## config.mk

```make
export PLATFORM = sky130hd
export DESIGN_NAME = virtual_register_bank
export DESIGN_NICKNAME = d
export VERILOG_FILES = /design/src/rtl/virtual_register_bank.sv
export SDC_FILE = /design/constraint.sdc
export NUM_CORES = 1
export LEC_CHECK = 0
export CORE_MARGIN = 4
export CORE_UTILIZATION = 55
export DETAILED_ROUTE_END_ITERATION = 6
export DONT_BUFFER_PORTS = 1
export PLACE_DENSITY_LB_ADDON = 0.05
export REMOVE_ABC_BUFFERS = 1
export SKIP_CTS_REPAIR_TIMING = 1
export SLEW_MARGIN = 30
export SYNTH_ARGS = -nofsm -noshare
export SYNTH_HDL_FRONTEND = slang
export SYNTH_SLANG_ARGS = --single-unit
```

## constraint.sdc

```tcl
create_clock -name rx_clk -period 2.07 [get_ports rx_clk]
set_input_delay 0.3105 -clock rx_clk [delete_from_list [all_inputs] [get_ports rx_clk]]
set_output_delay 0.3105 -clock rx_clk [all_outputs]
set_load 0.01 [all_outputs]
```

## src/rtl/virtual_register_bank.sv

```systemverilog
// JTAG source/probe control/status bank: synchronises a toggle-qualified command word,
// writes control registers or samples live probes, and returns an acknowledged status word.
module virtual_register_bank #(
  parameter int unsigned NUM_REGS    = 4,
  parameter int unsigned ADDR_WIDTH  = 2,
  parameter int unsigned DATA_WIDTH  = 32,
  parameter logic [DATA_WIDTH-1:0] RESET_VALUE = '0,
  parameter int unsigned SYNC_STAGES = 2,
  localparam int unsigned CW = 2 + ADDR_WIDTH + DATA_WIDTH,
  localparam int unsigned SW = 10 + DATA_WIDTH
) (
  input  logic                           rx_clk,
  input  logic                           rx_reset,
  input  logic [CW-1:0]                  rx_cmd,
  input  logic [NUM_REGS*DATA_WIDTH-1:0] rx_probe_data,
  output logic [SW-1:0]                  tx_status,
  output logic [NUM_REGS*DATA_WIDTH-1:0] tx_regs,
  output logic [NUM_REGS-1:0]            tx_update
);

  localparam int unsigned CNT_W = $clog2(SYNC_STAGES + 1) + 1;

  localparam logic [2:0] S_PRIME   = 3'd0;
  localparam logic [2:0] S_IDLE    = 3'd1;
  localparam logic [2:0] S_SETTLE  = 3'd2;
  localparam logic [2:0] S_EXECUTE = 3'd3;
  localparam logic [2:0] S_ACK     = 3'd4;

  logic [SYNC_STAGES-1:0][CW-1:0] sync_q;
  logic [CW-1:0]                  cmd_s;
  logic                           cmd_tog_s;

  logic [2:0]                     state_q, state_d;
  logic [CNT_W-1:0]               cnt_q, cnt_d;
  logic                           last_tog_q, last_tog_d;
  logic [CW-1:0]                  snap_q, snap_d;
  logic [NUM_REGS*DATA_WIDTH-1:0] regs_q, regs_d;
  logic [NUM_REGS-1:0]            upd_q, upd_d;
  logic [DATA_WIDTH-1:0]          rb_q, rb_d;
  logic                           err_q, err_d;
  logic [DATA_WIDTH-1:0]          sts_rb_q, sts_rb_d;
  logic                           sts_err_q, sts_err_d;
  logic                           ack_q, ack_d;
  logic [7:0]                     seq_q, seq_d;

  logic                           snap_wr;
  logic [ADDR_WIDTH-1:0]          snap_addr;
  logic [DATA_WIDTH-1:0]          snap_data;
  logic                           addr_ok;
  logic [DATA_WIDTH-1:0]          probe_sel;

  // Whole command bus is synchronised; skew between bits is resolved by SETTLE.
  always_ff @(posedge rx_clk) begin
    if (rx_reset) begin
      sync_q <= '0;
    end else begin
      sync_q <= {sync_q[SYNC_STAGES-2:0], rx_cmd};
    end
  end

  assign cmd_s     = sync_q[SYNC_STAGES-1];
  assign cmd_tog_s = cmd_s[CW-1];

  assign snap_wr   = snap_q[CW-2];
  assign snap_addr = snap_q[DATA_WIDTH +: ADDR_WIDTH];
  assign snap_data = snap_q[DATA_WIDTH-1:0];
  assign addr_ok   = {1'b0, snap_addr} < (ADDR_WIDTH + 1)'(NUM_REGS);

  always_comb begin
    probe_sel = '0;
    for (int unsigned i = 0; i < NUM_REGS; i++) begin
      if (ADDR_WIDTH'(i) == snap_addr) begin
        probe_sel = rx_probe_data[i*DATA_WIDTH +: DATA_WIDTH];
      end
    end
  end

  // Status fields are published together in ACK so ack_toggle never leads its data.
  always_comb begin
    state_d    = state_q;
    cnt_d      = cnt_q;
    last_tog_d = last_tog_q;
    snap_d     = snap_q;
    regs_d     = regs_q;
    upd_d      = '0;
    rb_d       = rb_q;
    err_d      = err_q;
    sts_rb_d   = sts_rb_q;
    sts_err_d  = sts_err_q;
    ack_d      = ack_q;
    seq_d      = seq_q;

    case (state_q)
      S_PRIME: begin
        if (cnt_q == CNT_W'(SYNC_STAGES)) begin
          last_tog_d = cmd_tog_s;
          state_d    = S_IDLE;
        end else begin
          cnt_d = cnt_q + CNT_W'(1);
        end
      end
      S_IDLE: begin
        if (cmd_tog_s != last_tog_q) begin
          snap_d     = cmd_s;
          last_tog_d = cmd_tog_s;
          state_d    = S_SETTLE;
        end
      end
      S_SETTLE: begin
        if (cmd_s == snap_q) begin
          state_d = S_EXECUTE;
        end else begin
          snap_d     = cmd_s;
          last_tog_d = cmd_tog_s;
        end
      end
      S_EXECUTE: begin
        state_d = S_ACK;
        if (addr_ok) begin
          err_d = 1'b0;
          if (snap_wr) begin
            for (int unsigned i = 0; i < NUM_REGS; i++) begin
              if (ADDR_WIDTH'(i) == snap_addr) begin
                regs_d[i*DATA_WIDTH +: DATA_WIDTH] = snap_data;
                upd_d[i] = 1'b1;
              end
            end
            rb_d = snap_data;
          end else begin
            rb_d = probe_sel;
          end
        end else begin
          err_d = 1'b1;
          rb_d  = '0;
        end
      end
      S_ACK: begin
        ack_d     = ~ack_q;
        seq_d     = seq_q + 8'd1;
        sts_rb_d  = rb_q;
        sts_err_d = err_q;
        state_d   = S_IDLE;
      end
      default: begin
        state_d = S_PRIME;
      end
    endcase
  end

  always_ff @(posedge rx_clk) begin
    if (rx_reset) begin
      state_q    <= S_PRIME;
      cnt_q      <= '0;
      last_tog_q <= 1'b0;
      snap_q     <= '0;
      regs_q     <= {NUM_REGS{RESET_VALUE}};
      upd_q      <= '0;
      rb_q       <= '0;
      err_q      <= 1'b0;
      sts_rb_q   <= '0;
      sts_err_q  <= 1'b0;
      ack_q      <= 1'b0;
      seq_q      <= '0;
    end else begin
      state_q    <= state_d;
      cnt_q      <= cnt_d;
      last_tog_q <= last_tog_d;
      snap_q     <= snap_d;
      regs_q     <= regs_d;
      upd_q      <= upd_d;
      rb_q       <= rb_d;
      err_q      <= err_d;
      sts_rb_q   <= sts_rb_d;
      sts_err_q  <= sts_err_d;
      ack_q      <= ack_d;
      seq_q      <= seq_d;
    end
  end

  assign tx_status = {ack_q, sts_err_q, seq_q, sts_rb_q};
  assign tx_regs   = regs_q;
  assign tx_update = upd_q;

endmodule
```

==> results.md <==
- Final net count: 1594
- Routed Antenna Nets: 0
- Final period utilization: 97.40%
- Status: complete, but fails checks
- Diodes inserted: 0
- Sequential-to-total area share from yosys stat: 51.26%
- Via count: 9497
- Via density: 5.496
- Ys async rst share: 0%
- WHS: -0.06842 ns
- Top FF cell, synth: dfxtp_1
- Commonest non-fill, non-tap cells in the layout: nand2_1, dfxtp_1, a21oi_1, dlygate4sd3_1, nor2b_1
- Crit-path max FO: 6
- # rows: 54
- Core area: 0.02209 sq mm
- Syn avg cell area: 9.313 sq um
- Startpoint Class: flop
- Cell Pwr Density: 867.3 mW/mm^2
- Clock power share: 45.2%
- Final setup margin: 0.05373 ns
- Gr usage total: 24.84%
- Post-synth cell types: 41
- CTS tree: built
- Warnings, synthesis: 0
- Net Sw Power: 2.762 mW
- Worst Setup End Kind: flop
- Synthesized cell area: 0.01250 sq mm
- IO buf count: 0
- Post-synth EDFFs: 0
- Starting Density: 56.57%
- Final GP Congestion: 0.7847
- Sequential Power Share: 48.9%
- Relative slew margins: 51.09%
- Global-route wire length before repair: 50620 um
- Layout cell share with drive strength beyond 1: 11.95%
- Total power: 12.95 mW
- Chip Width: 158.7 um
- CTS buffer count: 34
- Worst slew pin tran: 0.7337 ns
- Clock Latency Late Sink: 0.50 ns
- Finish-stage setup viols: 0
- DR pass1 iterations: 5
- DRC: 0
- Endpoints failing hold: 40
- DRT iter0 DRCs: 637
- Post-placement setup slack: 0.09612 ns
- Synthesized instance count: 1342
- Routed WL: 33640 um
- Critical path arrival: 2.43 ns
- CTS sink cnt: 320
- Synthesis-to-finish area growth: 19.47%
- Gr ovfl total: 0
- Clock buffer depth: 3
- Fraction of power spent switching nets: 21.33%
- Clock Pin Slew Worst Setup and Hold Paths: 0.06 ns
- Total negative slack: 0 ns
- Max-slew violations: 0
- Worst min path class: in2reg
- Failing checks: negative hold slack
- Internal Pwr Total: 10.19 mW
- F_max: 496.0 MHz
- Final setup skew: 0.01081 ns
- Leakage: 5.386 nW
- H-tree lvl count: 2
- Die area: 0.02520 sq mm
- Number of global-route vias before repair: 8873
- Ports: 340
- Largest net degree at the start of global routing: 357
- Comb pwr share: 5.9%
- Die Height: 158.7 um
- Hpwl dp: 21130 um
- Count of non-filler cells in the finished layout: 1728
- Kind of critical path: reg2reg
- Commonest non-fill, non-tap cell in the layout: nand2_1
- Root Driver: clkbuf_16
- Post-synthesis register bit count: 320
- Critical Path RT: 2.48 ns
- Maxcap violations: 0
- Wire length per cell: 19.47 um
- RSZ-0062 raised after global routing: yes
- Dpl cells: 1581
- Initial antenna violation count: 1
- Worst vdd ir: 0.5483 mV
- Tmin final: 2.016 ns
logic make-up after synthesis:
logic type                 Yosys count  share of synthesized area, %
other                                1                       0.03000
adders and majority gates            3                        0.3004
xor gates and xnor gates            47                         3.294
AOI/OAI and AO/OA                  201                         8.900
muxes                              100                         11.21
and+or+nand+nor                    564                         20.88
buffers and inverters              106                         4.125
DFF                                320                         51.26
worst max-delay path, stage by stage (launching register included):
cell     delay [ns]
dfxtp_2        0.34
xnor2_1        0.15
nand4_1        0.20
nor4_2         0.31
nand4_1        0.20
a21oi_4        0.20
buf_4          0.17
buf_12         0.14
mux2i_2        0.21
power groups by stage:
stage / clock, mW / combinational, mW / sequential (mW)
after floorplan: 0 / 0.432 / 6.49
after global placement: 0 / 0.607 / 6.47
after detailed placement: 0 / 0.611 / 6.47
after CTS: 5.97 / 0.617 / 6.33
after global routing: 6.24 / 0.826 / 6.34
final: 5.85 / 0.763 / 6.33
path summary, 6_finish.rpt:
path | startpoint | to | slack, ns | cells past startpoint
min reg2reg | sync_q[25]$_SDFF_PP0_ | cmd_s[25]$_SDFF_PP0_ | 0.43 | 1
max | snap_q[33]$_SDFFE_PP0P_ | snap_q[9]$_SDFFE_PP0P_ | 0.05 | 8
max reg2reg | snap_q[33]$_SDFFE_PP0P_ | snap_q[9]$_SDFFE_PP0P_ | 0.05 | 8
min | rx_reset | tx_regs[12]$_SDFFE_PP0P_ | -0.07 | 1
state kept, by name, summed over array words and instances, names as in the netlist:
name        flops
rb_q           32
seq_q           8
cnt_q           3
snap_q         36
tx_regs       128
ack_q           1
sts_rb_q       32
state_q         3
last_tog_q      1
tx_update       4
sync_q         36
cmd_s          36
cell usage after synthesis, types with 5 or more instances:
cell type  instances  area, sq um
a211oi_1          34        255.2
a21oi_1          161        805.8
buf_1              7        26.28
buf_2             22        110.1
buf_4              7        52.55
clkbuf_1          63        236.5
dfxtp_1          320         6406
mux2i_1           68        680.7
mux4_2            32        720.7
nand2_1          329         1235
nand2b_1          71        444.2
nand4_1           11        68.82
nor2_1            52        195.2
nor2b_1           75        469.2
nor3_1             5        25.02
xnor2_1           32        280.3
xor2_1            15        131.4
routing by layer:
metal	wire, um	vias up	GRT usage [%]
met5	8	-	0
met4	612	2	6.351
met3	2877	45	7.180
met2	16530	373	42.39
met1	13600	4461	31.19
li1	-	4616	-
final cells by class:
cell class	count	area, sq um
Multi-Input combinational cell	916	5617
Inverter	2	7.507
Timing Repair Buffer	151	1451
Fill cell	1851	7162
Tap cell	280	350.3
Clock inverter	10	61.31
Sequential cell	320	6414
Clock buffer	49	1031
metrics by stage:
| stage | util, % | cell area [sq um] |
|---|---|---|
| after floorplan | - | 11990 |
| after global placement | 58.51 | 12930 |
| after detailed placement | 58.51 | 12930 |
| after CTS | 63.45 | 14020 |
| after global routing | 67.58 | 14930 |
| final | 67.58 | 14930 |
Note: power is estimated with default switching activity, not from simulation.
